<file path="src/rtl/seq_alu_if.sv">
// Start/busy/done request/response bundle between the seq_alu and its issuing control FSM.
// The master drives start/op/operands; the slave returns status, registered result and flags.
interface seq_alu_if #(
  parameter int WIDTH = 16
);
  logic             start;
  logic [3:0]       op;
  logic [WIDTH-1:0] a;
  logic [WIDTH-1:0] b;
  logic             busy;
  logic             done;
  logic [WIDTH-1:0] result;
  logic [WIDTH-1:0] result_hi;
  logic             carry;
  logic             zero;
  logic             neg;
  logic             ovf;
  logic             div0;

  modport master (
    output start, op, a, b,
    input  busy, done, result, result_hi, carry, zero, neg, ovf, div0
  );

  modport slave (
    input  start, op, a, b,
    output busy, done, result, result_hi, carry, zero, neg, ovf, div0
  );
endinterface

</file>
<file path="src/rtl/seq_alu.sv">
// Multi-cycle ALU: 1-cycle add/sub/shift/logic, WIDTH+1-cycle bit-serial MUL/DIV (DIV only with SEQ_ALU_DIV_EN).
// Backpressure: start is ignored while busy; a start in the done cycle is accepted back-to-back.
module seq_alu #(
  parameter int WIDTH = 16,
  parameter int CNT_W = $clog2(WIDTH) + 1
) (
  input  logic         clk,
  input  logic         reset,
  seq_alu_if.slave     bus
);

  localparam logic [1:0] S_IDLE = 2'd0;
  localparam logic [1:0] S_ITER = 2'd1;
  localparam logic [1:0] S_DONE = 2'd2;

  localparam logic [3:0] OP_ADD = 4'd0;
  localparam logic [3:0] OP_SUB = 4'd1;
  localparam logic [3:0] OP_SHR = 4'd2;
  localparam logic [3:0] OP_SHL = 4'd3;
  localparam logic [3:0] OP_AND = 4'd4;
  localparam logic [3:0] OP_OR  = 4'd5;
  localparam logic [3:0] OP_NOT = 4'd6;
  localparam logic [3:0] OP_XOR = 4'd7;
  localparam logic [3:0] OP_MUL = 4'd8;
  localparam logic [3:0] OP_DIV = 4'd9;

  localparam int MSB = WIDTH - 1;

  typedef struct packed {
    logic [WIDTH-1:0] lo;
    logic [WIDTH-1:0] hi;
    logic             carry;
    logic             zero;
    logic             neg;
    logic             ovf;
    logic             div0;
  } res_t;

  logic [1:0]       state;
  logic [CNT_W-1:0] cnt;
  logic [WIDTH-1:0] b_q;
  logic [WIDTH-1:0] acc_hi;
  logic [WIDTH-1:0] acc_lo;
  res_t             res_q;
`ifdef SEQ_ALU_DIV_EN
  logic             is_div_q;
`endif

  logic [3:0]       op_dec;
  logic             iter_op;
  res_t             one_res;
  logic [WIDTH:0]   add_sum;
  logic [WIDTH:0]   sub_dif;
  logic [WIDTH-1:0] step_hi;
  logic [WIDTH-1:0] step_lo;
  logic [WIDTH:0]   mul_sum;
  res_t             iter_res;

  function automatic res_t with_flags(input res_t r);
    res_t t;
    t      = r;
    t.zero = (r.lo == '0);
    t.neg  = r.lo[MSB];
    return t;
  endfunction

  // Unused and (when the divider is compiled out) op 9 codes fall back to ADD.
  always_comb begin
    op_dec = bus.op;
    if (bus.op > OP_DIV) op_dec = OP_ADD;
`ifndef SEQ_ALU_DIV_EN
    if (bus.op == OP_DIV) op_dec = OP_ADD;
`endif
  end

`ifdef SEQ_ALU_DIV_EN
  assign iter_op = ((op_dec == OP_MUL) || (op_dec == OP_DIV)) && (bus.b != '0);
`else
  assign iter_op = (op_dec == OP_MUL) && (bus.b != '0);
`endif

  always_comb begin
    add_sum = {1'b0, bus.a} + {1'b0, bus.b};
    sub_dif = {1'b0, bus.a} - {1'b0, bus.b};
    one_res = '0;
    case (op_dec)
      OP_SUB: begin
        one_res.lo    = sub_dif[WIDTH-1:0];
        one_res.carry = sub_dif[WIDTH];
        one_res.ovf   = (bus.a[MSB] != bus.b[MSB]) && (sub_dif[MSB] != bus.a[MSB]);
      end
      OP_SHR: begin
        one_res.lo    = {1'b0, bus.a[WIDTH-1:1]};
        one_res.carry = bus.a[0];
      end
      OP_SHL: begin
        one_res.lo    = {bus.a[WIDTH-2:0], 1'b0};
        one_res.carry = bus.a[MSB];
      end
      OP_AND: one_res.lo = bus.a & bus.b;
      OP_OR:  one_res.lo = bus.a | bus.b;
      OP_NOT: one_res.lo = ~bus.a;
      OP_XOR: one_res.lo = bus.a ^ bus.b;
      OP_MUL: one_res.lo = '0;  // only reached with b==0
`ifdef SEQ_ALU_DIV_EN
      OP_DIV: begin             // only reached with b==0
        one_res.lo   = '1;
        one_res.hi   = bus.a;
        one_res.div0 = 1'b1;
      end
`endif
      default: begin
        one_res.lo    = add_sum[WIDTH-1:0];
        one_res.carry = add_sum[WIDTH];
        one_res.ovf   = (bus.a[MSB] == bus.b[MSB]) && (add_sum[MSB] != bus.a[MSB]);
      end
    endcase
  end

  // MUL: {acc_hi,acc_lo} holds partial product over the shifting multiplier.
  // DIV: acc_hi is the partial remainder, acc_lo shifts dividend out and quotient in.
  assign mul_sum = {1'b0, acc_hi} + (acc_lo[0] ? {1'b0, b_q} : {(WIDTH+1){1'b0}});

`ifdef SEQ_ALU_DIV_EN
  logic [WIDTH:0] div_sh;
  logic [WIDTH:0] div_dif;
  assign div_sh  = {acc_hi, acc_lo[MSB]};
  assign div_dif = div_sh - {1'b0, b_q};

  always_comb begin
    if (is_div_q) begin
      if (!div_dif[WIDTH]) begin
        step_hi = div_dif[WIDTH-1:0];
        step_lo = {acc_lo[WIDTH-2:0], 1'b1};
      end else begin
        step_hi = div_sh[WIDTH-1:0];
        step_lo = {acc_lo[WIDTH-2:0], 1'b0};
      end
    end else begin
      step_hi = mul_sum[WIDTH:1];
      step_lo = {mul_sum[0], acc_lo[WIDTH-1:1]};
    end
  end
`else
  assign step_hi = mul_sum[WIDTH:1];
  assign step_lo = {mul_sum[0], acc_lo[WIDTH-1:1]};
`endif

  always_comb begin
    iter_res       = '0;
    iter_res.lo    = step_lo;
    iter_res.hi    = step_hi;
    iter_res.carry = (step_hi != '0);
`ifdef SEQ_ALU_DIV_EN
    if (is_div_q) iter_res.carry = 1'b0;
`endif
  end

  always_ff @(posedge clk or posedge reset) begin
    if (reset) begin
      state    <= S_IDLE;
      cnt      <= '0;
      b_q      <= '0;
      acc_hi   <= '0;
      acc_lo   <= '0;
      res_q    <= '0;
`ifdef SEQ_ALU_DIV_EN
      is_div_q <= 1'b0;
`endif
    end else begin
      case (state)
        S_ITER: begin
          acc_hi <= step_hi;
          acc_lo <= step_lo;
          cnt    <= cnt - 1'b1;
          if (cnt == CNT_W'(1)) begin
            state <= S_DONE;
            res_q <= with_flags(iter_res);
          end
        end
        default: begin  // IDLE and DONE both accept a new start
          if (bus.start) begin
            b_q      <= bus.b;
`ifdef SEQ_ALU_DIV_EN
            is_div_q <= (op_dec == OP_DIV);
`endif
            if (iter_op) begin
              state  <= S_ITER;
              cnt    <= CNT_W'(WIDTH);
              acc_hi <= '0;
              acc_lo <= bus.a;
            end else begin
              state <= S_DONE;
              res_q <= with_flags(one_res);
            end
          end else begin
            state <= S_IDLE;
          end
        end
      endcase
    end
  end

  assign bus.busy      = (state == S_ITER);
  assign bus.done      = (state == S_DONE);
  assign bus.result    = res_q.lo;
  assign bus.result_hi = res_q.hi;
  assign bus.carry     = res_q.carry;
  assign bus.zero      = res_q.zero;
  assign bus.neg       = res_q.neg;
  assign bus.ovf       = res_q.ovf;
  assign bus.div0      = res_q.div0;

endmodule

</file>
<file path="src/flat_wrapper.sv">
// flat-port wrapper written by rule: the top's interface ports become plain ports
module seq_alu_flat 
#(
  parameter int WIDTH = 16,
  parameter int CNT_W = $clog2(WIDTH) + 1
)
  (clk, reset, bus_start, bus_op, bus_a, bus_b, bus_busy, bus_done, bus_result, bus_result_hi, bus_carry, bus_zero, bus_neg, bus_ovf, bus_div0);
  seq_alu_if #(.WIDTH(WIDTH)) bus_i ();
  input  logic clk;
  input  logic reset;
  input wire logic [$bits(bus_i.start)-1:0] bus_start;
  input wire logic [$bits(bus_i.op)-1:0] bus_op;
  input wire logic [$bits(bus_i.a)-1:0] bus_a;
  input wire logic [$bits(bus_i.b)-1:0] bus_b;
  output wire logic [$bits(bus_i.busy)-1:0] bus_busy;
  output wire logic [$bits(bus_i.done)-1:0] bus_done;
  output wire logic [$bits(bus_i.result)-1:0] bus_result;
  output wire logic [$bits(bus_i.result_hi)-1:0] bus_result_hi;
  output wire logic [$bits(bus_i.carry)-1:0] bus_carry;
  output wire logic [$bits(bus_i.zero)-1:0] bus_zero;
  output wire logic [$bits(bus_i.neg)-1:0] bus_neg;
  output wire logic [$bits(bus_i.ovf)-1:0] bus_ovf;
  output wire logic [$bits(bus_i.div0)-1:0] bus_div0;
  assign bus_i.start = bus_start;
  assign bus_i.op = bus_op;
  assign bus_i.a = bus_a;
  assign bus_i.b = bus_b;
  assign bus_busy = bus_i.busy;
  assign bus_done = bus_i.done;
  assign bus_result = bus_i.result;
  assign bus_result_hi = bus_i.result_hi;
  assign bus_carry = bus_i.carry;
  assign bus_zero = bus_i.zero;
  assign bus_neg = bus_i.neg;
  assign bus_ovf = bus_i.ovf;
  assign bus_div0 = bus_i.div0;
  seq_alu #(.WIDTH(WIDTH), .CNT_W(CNT_W)) u_core (.clk(clk), .reset(reset), .bus(bus_i));
endmodule
</file>
<file path="config.mk">
export PLATFORM = sky130hd
export DESIGN_NAME = seq_alu_flat
export DESIGN_NICKNAME = d
export VERILOG_FILES = /design/src/rtl/seq_alu_if.sv /design/src/rtl/seq_alu.sv /design/src/flat_wrapper.sv
export SDC_FILE = /design/constraint.sdc
export NUM_CORES = 1
export LEC_CHECK = 0
export ABC_AREA = 1
export CAP_MARGIN = 40
export CORE_MARGIN = 5
export CORE_UTILIZATION = 42
export DETAILED_ROUTE_END_ITERATION = 8
export DONT_BUFFER_PORTS = 1
export GPL_TIMING_DRIVEN = 1
export PLACE_DENSITY_LB_ADDON = 0.2
export SLEW_MARGIN = 20
export SYNTH_ARGS = -nofsm -noshare
export SYNTH_HDL_FRONTEND = slang
export SYNTH_SLANG_ARGS = --single-unit
</file>
<file path="constraint.sdc">
create_clock -name clk -period 4.3 [get_ports clk]
set_input_delay 0.43 -clock clk [delete_from_list [all_inputs] [get_ports clk]]
set_output_delay 0.43 -clock clk [all_outputs]
set_load 0.05 [all_outputs]
</file>
==> impl_results.md <==
* Syn_nets at 1283
* Top post-synthesis cells by area: dfrtp_1 (29%), nand2_1 (16%), ha_1 (11%)
* Iter 0 DRT Violations at 641
* Die span in y at 146 um
* Adder-Cell Fraction of Synth Area at 11.4%
* Crit path buf inv count at 4
* Wire length of the first global-routing pass at 40500 um
* Post-detailed-route wirelength per cell at 18.5 um
* Final-stage net count at 1261
* Total global-route track usage at 23.8%
* Antenna diode count at 0
* Combined area of the multi-input logic cells at 4700 um2
* Area added between synthesis and finish at 5.26%
* Syn Inst Count at 1175
* GRT met1 Usage at 30.7%
* Crit start category: register
* Number of search-and-repair iterations in the first detailed-routing pass at 6
* Post-synth design cell area at 7800 um2
* Met3 layer usage reported by global route at 3.16%
* Share of layout cells above drive strength 1 at 4.58%
* Fmax achieved at 357 MHz
* Insertion delay to the later sink of the worst-skew pair at 0.35 ns
* Critical Path Sink Type: register
* Slowest cell delay on critical path at 0.65 ns
* CP dominant cell by count: nand2_1
* Detail-routed via count per cell at 5.53
* Unrepaired setup endpoints after global routing: false
* Critical Path Stages at 18
* Static power due to leakage at 4.34 nW
* TNS Setup at 0 ns
* Basic-gate share of the synthesized area counting and, or, nand and nor cells at 34.1%
* Antenna violations before repair at 0
* Level count of the clock H-tree at 3
* Clk sink count at 90
* HPWL after DPL at 20500 um
* Reg2Reg Depth at 18
* Clock transition time at the flip-flop clock pins of the worst setup and hold paths at 0.07 ns
* Highest-utilization routing layer at the global route stage: met2
* Number of I/O pins at 78
* Worst clock skew at 0.0108 ns
* TritonCTS Buffers at 9
* Largest buffer count on any clock path at 2
* Number of maximum-capacitance violations at 0
* Final setup violation count at 0
* Total of fill cells in the finished design at 1927
* Slowest cell on crit path: dfrtp_1
* Residual antenna-violating net count after detailed routing at 0
* Yosys top cell area share at 28.9%
* # resized after CTS at 0
* Largest family of logic cells by synthesized area: simple AND/OR/NAND/NOR gates
* Critical path, cell by cell: nand2_1 > inv_1 > ha_1 > inv_1 > fa_1 > inv_1 > nand3_1 > nand2_1 > xor2_1 > inv_1 > nor2_1 > nand3_1 > nor2_1 > nand2_1 > nor2_1 > nand3_1 > nand2_1 > nand2_1
* Data arrival, critical path at 3.04 ns
* Most frequent cells in the layout: nand2_1 (340), inv_1 (150), nor2_1 (121), nand3_1 (97), dfrtp_1 (90)
* Final critical delay including setup and external delays at 2.80 ns
* FF+latch area at 2250 um2
* Commonest non-fill, non-tap cell in the layout: nand2_1
* Die Wd at 146 um
* Pin slew with the least headroom to its limit at 0.848 ns
* Routed vias at 7665
* Final period utilization at 65.2%
* Crit Path Category: register to register
* Max Slew Vio Count at 0
* Die ar. at 21400 um2
* Data required time of the worst path at 4.53 ns
* Placeable core region at 18100 um2
* TritonCTS clock tree: built
* Register area share after synthesis at 28.9%
* Total gr overflow at 0
* Average instance area after synthesis at 6.64 um2
* Cell type with the highest aggregate area in the netlist: dfrtp_1
* Maximum number of pins on one net before global-route repair at 55
* Multiplexer share of the synthesized area at 0%
* Xor and xnor fraction of the mapped netlist area at 1.46%
* DRC violation count after routing at 0
* Sum of routed wire length over all layers at 25700 um
* Share of the synthesized area in compound gates (AO/OA/AOI/OAI) at 13.3%
* Worst vdd rail ir drop at 0.000201 V
* Total Power at 3.42 mW
* Number of standard-cell rows in the floorplan at 49
* Most used flip-flop cell after synthesis: dfrtp_1
* Kind of path behind the tightest hold check: input pin to asynchronous set/reset pin
* Final hold viol count at 0
* CTS root buffer: clkbuf_16
* Placer's final routability congestion estimate at 0.998
* Count of buffers added by post-CTS timing repair for setup at 0
* Synth warn at 0
* FFs w/ async S/R, synth at 100%
* Max FO, Critical Path at 17
* Global-route track usage on met2 at 39.5%
* Number of global-route vias before repair at 7394
* Family of cells with the greatest summed delay on the critical path: simple AND/OR/NAND/NOR gates
* Slew margin rel. at 42.9%
* Library cells used by synthesis at 44
* Number of enable flip-flop cells after synthesis at 0
* Outcome: finished, final reports clean
* Synth Register Bits at 90
* Initial Util at 43.0%
* Power per cell area at 416 nW/um2
* Hold-fix buffers, CTS at 0
* IO buf count at 0
## synth_stat cells, types with 7 or more instances
| cell type | number |
|---|---|
| buf_2 | 16 |
| dfrtp_1 | 90 |
| buf_4 | 7 |
| nor3_1 | 9 |
| a21oi_1 | 46 |
| o22ai_1 | 13 |
| nand2_1 | 340 |
| clkbuf_1 | 12 |
| a31oi_1 | 7 |
| inv_1 | 151 |
| nor4_1 | 7 |
| o21ai_0 | 63 |
| o221ai_1 | 19 |
| nand3_1 | 97 |
| xnor2_1 | 7 |
| nor2_1 | 121 |
| inv_2 | 9 |
| ha_1 | 66 |
| nand4_1 | 30 |
| o211ai_1 | 9 |
| or2_2 | 8 |
## per-stage QoR
step / instances / utilization (%) / area (um2) / setup WS [ns] / hold slack (ns)
finish: 1386 / 45.3 / 8210 / 1.50 / 0.00997
global route: 1386 / 45.3 / 8210 / 1.15 / 0.0735
CTS: 1386 / 45.3 / 8210 / 1.42 / 0.0269
detailed placement: 1371 / 43.7 / 7930 / 1.37 / 0.405
global placement: 1367 / 43.4 / 7880 / 1.42 / 0.398
floorplan: 1175 / - / 7800 / 1.53 / 0.448
## state kept, by name (all words and copies together), names as in the netlist
register and cells:
u_core.bus.result 16, u_core.b_q 16, u_core.cnt 5, u_core.state 2, u_core.bus.ovf 1, u_core.bus.carry 1
u_core.bus.result_hi 16, u_core.acc_lo 16, u_core.bus.zero 1, u_core.acc_hi 16
## kinds of logic after synthesis
logic type,count (synthesis)
AND/OR/NAND/NOR,626
buffers and inverters,202
AO/OA/AOI/OAI,174
flip-flops,90
adder cells (fa/ha/maj),69
XOR/XNOR,13
other,1
## where the power goes
part | switching (mW) | internal [mW] | leakage, nW | total (mW)
Sequential | 0.300 | 1.04 | 1.13 | 1.34
Clock | 0.335 | 0.425 | 0.139 | 0.761
Combinational | 0.846 | 0.471 | 3.07 | 1.32
Total | 1.48 | 1.94 | 4.34 | 3.42
## layout make-up
class / instances / area share, %
inverter: 161 / 7.42
sequential: 90 / 27.4
multi-input combinational: 883 / 57.2
clock buffer: 11 / 3.08
timing repair buffer: 8 / 0.975
tap: 229 / 3.49
clock inverter: 4 / 0.411
## per-layer routing
metal  routed length, um  up-vias
met1               11300     3549
met4                1070        0
met3                1340       55
met2               12000      258
met5                   0        -
li1                    -     3803
## worst paths after layout
kind	startpoint	to	slack [ns]
max in group asynchronous	reset	u_core.bus.result[6]$_DFFE_PP0P_	3.29
worst min register to register	u_core.b_q[6]$_DFFE_PP0P_	u_core.b_q[6]$_DFFE_PP0P_	0.49
worst max-delay path	u_core.acc_lo[0]$_DFFE_PP0P_	u_core.bus.carry$_DFFE_PP0P_	1.50
worst min-delay path	reset	u_core.state[0]$_DFFE_PP0P_	0.01
worst max register to register	u_core.acc_lo[0]$_DFFE_PP0P_	u_core.bus.carry$_DFFE_PP0P_	1.50
min in group clk	bus_a[13]	u_core.acc_lo[13]$_DFFE_PP0P_	0.24
## worst reg2reg max path: stages (launching register included)
cell	delay [ns]
dfrtp_1	0.65
nand2_1	0.09
inv_1	0.07
ha_1	0.16
inv_1	0.05
fa_1	0.40
inv_1	0.11
nand3_1	0.07
nand2_1	0.10
xor2_1	0.15
inv_1	0.06
nor2_1	0.10
nand3_1	0.09
nor2_1	0.12
nand2_1	0.06
nor2_1	0.14
nand3_1	0.12
nand2_1	0.08
nand2_1	0.05
Power figures use the tool's default switching activity.
